`src/rtl/branch_resolve_unit.sv`:
```
// Branch resolve unit: carries local-predictor fetch metadata through the F->D->E
// pipeline registers. It issues an early redirect for predicted-taken branches in D
// and resolves branches in E. Each branch trains the predictor exactly once, and a
// misprediction produces a redirect PC. Two performance counters track resolved and
// mispredicted branches.
module branch_resolve_unit #(
  parameter int PHT_INDEX_BITS = 7,
  parameter int BHT_INDEX_BITS = 3,
  parameter int CNT_BITS       = 32
) (
  input  logic                      clk,
  input  logic                      rst,
  input  logic                      stallD,
  input  logic                      flushD,
  input  logic                      stallE,
  input  logic                      flushE,
  input  logic [31:0]               pcF,
  input  logic                      predict_takeF,
  input  logic [BHT_INDEX_BITS-1:0] pc_hashingF,
  input  logic [PHT_INDEX_BITS-1:0] PHT_indexF,
  input  logic                      branchD,
  input  logic [31:0]               branch_targetD,
  input  logic                      actually_takenE,
  output logic                      pred_redirectD,
  output logic                      branchE,
  output logic [BHT_INDEX_BITS-1:0] BHT_indexE,
  output logic [PHT_INDEX_BITS-1:0] PHT_indexE,
  output logic                      predict_resultE,
  output logic                      mispredictE,
  output logic [31:0]               redirect_pcE,
  output logic [CNT_BITS-1:0]       br_count,
  output logic [CNT_BITS-1:0]       mispred_count,
  input  logic                      cnt_clear
);

  // F->D stage register
  logic                      validD_q;
  logic [31:0]               pcD_q;
  logic                      predD_q;
  logic [BHT_INDEX_BITS-1:0] bhtD_q;
  logic [PHT_INDEX_BITS-1:0] phtD_q;

  // D->E stage register
  logic                      validE_q;
  logic [31:0]               pcE_q;
  logic                      predE_q;
  logic [BHT_INDEX_BITS-1:0] bhtE_q;
  logic [PHT_INDEX_BITS-1:0] phtE_q;
  logic [31:0]               targetE_q;
  logic                      isbrE_q;

  // Set once the branch held in E has trained the predictor.
  // It suppresses repeat strobes while E is stalled.
  logic                      doneE_q, doneE_d;

  logic [CNT_BITS-1:0]       br_count_q, br_count_d;
  logic [CNT_BITS-1:0]       mispred_count_q, mispred_count_d;

  logic                      fire;
  logic                      mispredict;

  // F->D register: flush invalidates, stall holds, otherwise capture fetch metadata
  always_ff @(posedge clk or negedge rst) begin
    if (!rst) begin
      validD_q <= 1'b0;
      pcD_q    <= '0;
      predD_q  <= 1'b0;
      bhtD_q   <= '0;
      phtD_q   <= '0;
    end else if (flushD) begin
      validD_q <= 1'b0;
    end else if (!stallD) begin
      validD_q <= 1'b1;
      pcD_q    <= pcF;
      predD_q  <= predict_takeF;
      bhtD_q   <= pc_hashingF;
      phtD_q   <= PHT_indexF;
    end
  end

  // D->E register: flush beats stall; a load tags the entry as a branch only if D was valid
  always_ff @(posedge clk or negedge rst) begin
    if (!rst) begin
      validE_q  <= 1'b0;
      pcE_q     <= '0;
      predE_q   <= 1'b0;
      bhtE_q    <= '0;
      phtE_q    <= '0;
      targetE_q <= '0;
      isbrE_q   <= 1'b0;
    end else if (flushE) begin
      validE_q <= 1'b0;
    end else if (!stallE) begin
      validE_q  <= validD_q;
      pcE_q     <= pcD_q;
      predE_q   <= predD_q;
      bhtE_q    <= bhtD_q;
      phtE_q    <= phtD_q;
      targetE_q <= branch_targetD;
      isbrE_q   <= branchD & validD_q;
    end
  end

  // Resolution and next-state logic for the done flag and the counters
  always_comb begin
    fire       = validE_q & isbrE_q & ~doneE_q;
    mispredict = fire & (predE_q != actually_takenE);

    doneE_d = doneE_q;
    if (flushE || !stallE) begin
      doneE_d = 1'b0;
    end else if (fire) begin
      doneE_d = 1'b1;
    end

    br_count_d      = br_count_q;
    mispred_count_d = mispred_count_q;
    if (cnt_clear) begin
      br_count_d      = '0;
      mispred_count_d = '0;
    end else begin
      if (fire)       br_count_d      = br_count_q + 1'b1;
      if (mispredict) mispred_count_d = mispred_count_q + 1'b1;
    end
  end

  // State update for the done flag and the performance counters
  always_ff @(posedge clk or negedge rst) begin
    if (!rst) begin
      doneE_q         <= 1'b0;
      br_count_q      <= '0;
      mispred_count_q <= '0;
    end else begin
      doneE_q         <= doneE_d;
      br_count_q      <= br_count_d;
      mispred_count_q <= mispred_count_d;
    end
  end

  // Output drive
  always_comb begin
    pred_redirectD  = validD_q & branchD & predD_q & ~flushD;
    branchE         = fire;
    mispredictE     = mispredict;
    predict_resultE = actually_takenE;
    BHT_indexE      = bhtE_q;
    PHT_indexE      = phtE_q;
    // The not-taken path skips the delay slot
    redirect_pcE    = '0;
    if (mispredict) begin
      redirect_pcE = actually_takenE ? targetE_q : (pcE_q + 32'd8);
    end
    br_count        = br_count_q;
    mispred_count   = mispred_count_q;
  end

endmodule

```
`config.mk`:
```
export PLATFORM = sky130hd
export DESIGN_NAME = branch_resolve_unit
export DESIGN_NICKNAME = d
export VERILOG_FILES = /design/src/rtl/branch_resolve_unit.sv
export SDC_FILE = /design/constraint.sdc
export NUM_CORES = 1
export LEC_CHECK = 0
export ABC_AREA = 1
export CAP_MARGIN = 15
export CORE_UTILIZATION = 30
export DETAILED_ROUTE_END_ITERATION = 12
export GPL_TIMING_DRIVEN = 0
export HOLD_SLACK_MARGIN = 0.06
export MAX_ROUTING_LAYER = met4
export PLACE_DENSITY = 0.5
export SETUP_SLACK_MARGIN = 0.5
export SYNTH_ARGS = -nofsm -noshare
export SYNTH_HDL_FRONTEND = slang
export SYNTH_SLANG_ARGS = --single-unit
```
`constraint.sdc`:
```
create_clock -name clk -period 1.8 [get_ports clk]
set_input_delay 0.27 -clock clk [delete_from_list [all_inputs] [get_ports clk]]
set_output_delay 0.27 -clock clk [all_outputs]
set_load 0.05 [all_outputs]
```
== Yosys cells after proc, flatten, opt, wreduce, memory -nomap -nowiden ==
Index checks and enable logic that the tools add are counted.

* Flip-flop bits (word level): 186
* Bits in latches: 0
* Memory bits (writable): 0
* Bits in read-only memories: 0
* Input bits: 84
* Output and inout bits: 110
* Word-level logic and storage cells: 51
* Memories kept: 0

* Add/sub/neg operators: 3
* Multiply operators: 0
* Div/mod/pow operators: 0
* $lt $le $gt $ge: 0
* Equal/unequal tests: 3
* Shift-type cells: 0
* Mux-type cells: 12
* Bitwise logic cells: 11
* Reductions and logical operators: 7

{| class="wikitable"
|+ Operators with widths
! operator !! number
|-
| 2-to-1 mux 32 bit || 6
|-
| adder 32 x 1 -> 32 bit, second input constant || 2
|-
| adder 32 x 4 -> 32 bit, second input constant || 1
|-
| AND 1 bit || 6
|-
| 2-to-1 mux 1 bit || 6
|-
| nonzero test 2 bit || 3
|-
| NOT 1 bit || 5
|-
| != test 2 x 1 -> 1 bit, second input constant || 2
|-
| AND reduction 2 bit || 2
|-
| logical NOT 1 bit || 1
|-
| logical OR 1 bit || 1
|-
| != test 1 bit || 1
|}

== Depth between registers and ports, before layout ==
* Word-level depth: 5
* Depth in mapped cells: 10
* Mapped depth without buffers: 10

== Least setup slack after synthesis ==
No wires, ideal clock.

* Path kind: flip-flop to output port
* Start: register doneE_q
* End: output redirect_pcE[20]
* Data arrival time: 2086 ps
* Data required time: 1530 ps
* Slack: -556 ps
* Stages on the path, launching flop included: 7
* Path buffers: 1
* Path through: dfrtp_1 > inv_1 > nand3_4 > nor2_4 > buf_2 > o21ai_0 > a21oi_1

* Longest elaborated chain between the ends: 4

{| class="wikitable"
|+ Ends and longest elaborated chain
! what !! line !! RTL
|-
| start, declared || 54 || <nowiki>logic doneE_q, doneE_d;</nowiki>
|-
| start signal, assigned || 134 || <nowiki>doneE_q <= doneE_d;</nowiki>
|-
| NOT 1 bit || 106 || <nowiki>fire = validE_q & isbrE_q & ~doneE_q;</nowiki>
|-
| AND 1 bit || 106 ||
|-
| AND 1 bit || 107 || <nowiki>mispredict = fire & (predE_q != actually_takenE);</nowiki>
|-
| net mispredictE || 29 || <nowiki>output logic mispredictE,</nowiki>
|-
| 2-to-1 mux 32 bit || 150 || <nowiki>if (mispredict) begin</nowiki>
|-
| end, declared || 30 || <nowiki>output logic [31:0] redirect_pcE,</nowiki>
|}

The timed path passes the listed nets, and every way through them passes these cells.

== Worst setup path in the final report ==
* Start: register pcE_q[4]
* End: output redirect_pcE[23]

* Longest elaborated chain between the ends: 3

{| class="wikitable"
|+ Ends and longest elaborated chain
! what !! line !! RTL
|-
| start, declared || 45 || <nowiki>logic [31:0] pcE_q;</nowiki>
|-
| start signal, assigned || 95 || <nowiki>pcE_q <= pcD_q;</nowiki>
|-
| adder 32 x 4 -> 32 bit || 151 || <nowiki>redirect_pcE = actually_takenE ? targetE_q : (pcE_q + 32'd8);</nowiki>
|-
| 2-to-1 mux 32 bit || 151 ||
|-
| 2-to-1 mux 32 bit || 150 ||
|}

No other way between the ends.

==> run summary <==
The total grt overflow came out at 0. The initial antenna violation count is 0, and the final period demand of the worst path is 2.31 ns. Input and output buffers added on the ports amount to 193. The HPWL after detailed placement was 23.2 mm; the max-capacitance violation count was 0. The number of clock buffers added by TritonCTS is 17. The final reports fail on hold timing, setup timing. For the total I/O pin count, the log shows 194.

The starting utilization of the core area was 30.6%; the register bit total from synthesis was 186. The minimum hold slack came out at -0.220 ns. Setup violations remaining at the end of the flow were counted as 35.

The worst register-to-register path begins at validE_q. The post-synthesis to final-layout area growth was 60.3%. Leaving out filler cells and counting taps, the final layout contains 2007.

The tree is rooted in a sky130_fd_sc_hd__clkbuf_16. The top fanout value on the critical path came out at 4. Maximum operating frequency: 433 MHz.

Via count of the first global-routing pass: 9095. VDD sags by at most 0.000622 V. The final layout contains routed wiring with a total length of 32.4 mm. Clock tree synthesis found a total of 186 sinks. In the final layout, the share of cells above drive strength 1 is 40.1%.

In the global route stage, overall resource usage came out at 20.4%. The clock passes through at most 2 buffers. The total area inside the core boundary comes to 0.0316 mm^2.

Power comes to 0.0105 W. During synthesis, Yosys emitted a total of 0 warnings. The detailed router's first-iteration violation count is 438. The flow ran to the end, but the final reports show violations. For the number of diodes, the log shows 0.

The class of the tightest hold or removal check is in2async. STA classifies the critical path startpoint as a register. Each instance of the synthesized netlist takes up on average 7.57 um^2.

Before CTS, the worst setup slack after placement is -1.56 ns. Summed over all cells, the static leakage comes to 6.59 nW. The horizontal die dimension is 182 um. The run gives 0.00967 mm^2 as the synthesized cell area. The logs give 109 for the pin count of the biggest net entering global routing and 1680 for the net count of the finished layout. The first global-routing pass estimated 50.2 mm of wire.

In the routed layout, each cell is associated on average with a via count of 4.64. The number of hold violations in the final report was 78; the average wire per standard cell was 16.1 um. Dividing the final minimum period by the clock period gives 128%. Final total negative setup slack: -13.02 ns. Across the routed clock network, the largest skew measured is 0.00641 ns.

The first TritonRoute pass finished after 5 iterations. The portion of the post-synthesis area used by sequential elements was 48.1%; the slack of the worst reg-to-reg path was -0.02 ns. The most common library cell in the layout ignoring fill and taps was sky130_fd_sc_hd__nand2_1.

The top cell types in the final layout, fill and taps aside, are 310 x sky130_fd_sc_hd__nand2_1, 132 x sky130_fd_sc_hd__nor2_1, 126 x sky130_fd_sc_hd__inv_1. For this run, design rule violations remaining after detail routing come to 0. Start point of the critical path: pcE_q[4]. The count of standard-cell rows was 65; the maximum level of the CTS H-tree was 4.

Setup repair after global routing could not meet its margin everywhere. The classification of the worst setup path was reg2out. The total die area is 0.0330 mm^2. For this block, the via count after detailed routing is 9314. After clock tree synthesis, the clock-pin slew on the worst setup and hold paths is 0.07 ns. The floorplan die height came out at 182 um. The power per cell area works out to 675 mW/mm^2. The logs give 1364 for the net count after synthesis and -0.509 ns for the smallest setup slack after layout. After technology mapping, the gate count stands at 1277. The logs give 57.6% for the worst slew margin relative to its limit and 1873 for the cell total after placement. TritonCTS built the clock tree.

The final max-slew violation count is 0. For the worst setup path, the data required time is 1.53 ns. The clock reaches the later pin of the worst-skew pair after 0.44 ns.

Number of nets still failing antenna checks after routing: 0. The number of different library cells used by synthesis comes to 33. The congestion estimate from routability-driven global placement came to 0.913. STA classifies the critical path endpoint as an output port.

The critical path data arrival time is 2.04 ns. For the pin with the worst max-slew slack, the measured transition is 0.635 ns.
[worst max-delay path, stage by stage (launching register included)]
cell and delay, ns:
sky130_fd_sc_hd__dfrtp_2 0.44, sky130_fd_sc_hd__ha_4 0.16, sky130_fd_sc_hd__inv_2 0.05, sky130_fd_sc_hd__nor2_4 0.11, sky130_fd_sc_hd__nand2_4 0.10, sky130_fd_sc_hd__nor2_4 0.15
sky130_fd_sc_hd__buf_12 0.12, sky130_fd_sc_hd__nand3_1 0.06, sky130_fd_sc_hd__nand2_1 0.07, sky130_fd_sc_hd__nor2_2 0.06, sky130_fd_sc_hd__nor2_4 0.12, sky130_fd_sc_hd__buf_8 0.16
[metal layers]
| layer | routed length (um) | vias to the layer above | GRT usage [%] |
|---|---|---|---|
| met4 | 393 | 0 | 4.68 |
| met2 | 16800 | 173 | 35.0 |
| li1 | - | 4642 | - |
| met5 | 0 | - | - |
| met1 | 14300 | 4478 | 25.2 |
| met3 | 971 | 21 | 3.09 |
[power breakdown]
part / switching [W] / total, W / internal, W
clock: 0.00178 / 0.00378 / 0.00200
combinational: 0.00106 / 0.00182 / 0.000762
sequential: 0.000276 / 0.00486 / 0.00458
total: 0.00312 / 0.0105 / 0.00734
[cell usage after synthesis]
cell                       number  area [um^2]
sky130_fd_sc_hd__a21oi_1       57          285
sky130_fd_sc_hd__and2_1         2         12.5
sky130_fd_sc_hd__buf_1          4         15.0
sky130_fd_sc_hd__buf_2          8         40.0
sky130_fd_sc_hd__buf_4          2         15.0
sky130_fd_sc_hd__buf_6          2         22.5
sky130_fd_sc_hd__clkbuf_1      23         86.3
sky130_fd_sc_hd__dfrtp_1      186         4650
sky130_fd_sc_hd__ha_1           3         37.5
sky130_fd_sc_hd__inv_1        153          574
sky130_fd_sc_hd__inv_2          1         3.75
sky130_fd_sc_hd__mux2_2        32          360
sky130_fd_sc_hd__nand2_1      356         1340
sky130_fd_sc_hd__nand2_2        6         37.5
sky130_fd_sc_hd__nand2_4        1         11.3
sky130_fd_sc_hd__nand3_1       59          295
sky130_fd_sc_hd__nand3_2        2         20.0
sky130_fd_sc_hd__nand3_4        1         17.5
sky130_fd_sc_hd__nand3b_1       2         15.0
sky130_fd_sc_hd__nand4_1       14         87.6
sky130_fd_sc_hd__nand4_2        2         25.0
sky130_fd_sc_hd__nand4_4        1         21.3
sky130_fd_sc_hd__nor2_1       196          736
sky130_fd_sc_hd__nor2_2        15         93.8
sky130_fd_sc_hd__nor2_4         7         78.8
sky130_fd_sc_hd__nor3_1         9         45.0
sky130_fd_sc_hd__nor3_2         1         10.0
sky130_fd_sc_hd__nor3b_1        4         30.0
sky130_fd_sc_hd__nor4_1         1         6.26
sky130_fd_sc_hd__o211a_1        1         10.0
sky130_fd_sc_hd__o21ai_0      111          556
sky130_fd_sc_hd__xnor2_1        1         8.76
sky130_fd_sc_hd__xor2_1        14          123
[path summary, 6_finish.rpt]
check | cells after the start | end
setup / recovery | 11 | redirect_pcE[23]
setup reg to reg | 11 | mispred_count[16]
min in group clk | 2 | validD_q
max in group asynchronous | 2 | mispred_count[7]
hold reg to reg | 2 | PHT_indexE[6]
hold / removal | 1 | br_count[30]
[kinds of logic (layout without fill, tap and decap cells)]
family                   Yosys count  count (layout)  synth area share [%]
AO/OA/AOI/OAI                    169             169                  8.80
multiplexers                      32              32                  3.73
flip-flops                       186             186                  48.1
buffers and inverters            193             521                  7.83
XOR/XNOR                          15              15                  1.36
adder cells (fa/ha/maj)            3               3                 0.388
AND/OR/NAND/NOR                  679             679                  29.8
[state kept, by name, summed over array words and instances (netlist names)]
signal / flops
predD_q: 1
targetE_q: 32
validD_q: 1
pcE_q: 32
predE_q: 1
validE_q: 1
pcD_q: 32
PHT_indexE: 7
phtD_q: 7
BHT_indexE: 3
bhtD_q: 3
isbrE_q: 1
br_count: 32
mispred_count: 32
doneE_q: 1
[what timing repair did]
item,CTS,global route
buffers inserted,64,38
cloned,0,1
pin swaps,80,72
gates resized for setup,906,188
hold endpoints to repair,78,78
endpoints found under the setup margin,283,249
[cell type report]
class | count | area (um^2)
plain buffers | 39 | 290
clock buffers | 20 | 457
clock inverters | 11 | 110
fillers | 3016 | 16100
inverters | 154 | 613
multi-input cells | 898 | 5480
flip-flops and latches | 186 | 4730
well taps | 402 | 503
repair buffers | 297 | 3320
[stage by stage]
step                instance area, um^2  util, %  hold slack (ns)
global route                      15500     49.0           -0.174
CTS                               14500     45.8           -0.182
global placement                  12800     40.5            0.450
detailed placement                12800     40.6            0.294
floorplan                         10400        -          -0.0256
finish                            15500     49.0           -0.220
Power figures use the tool's default switching activity.
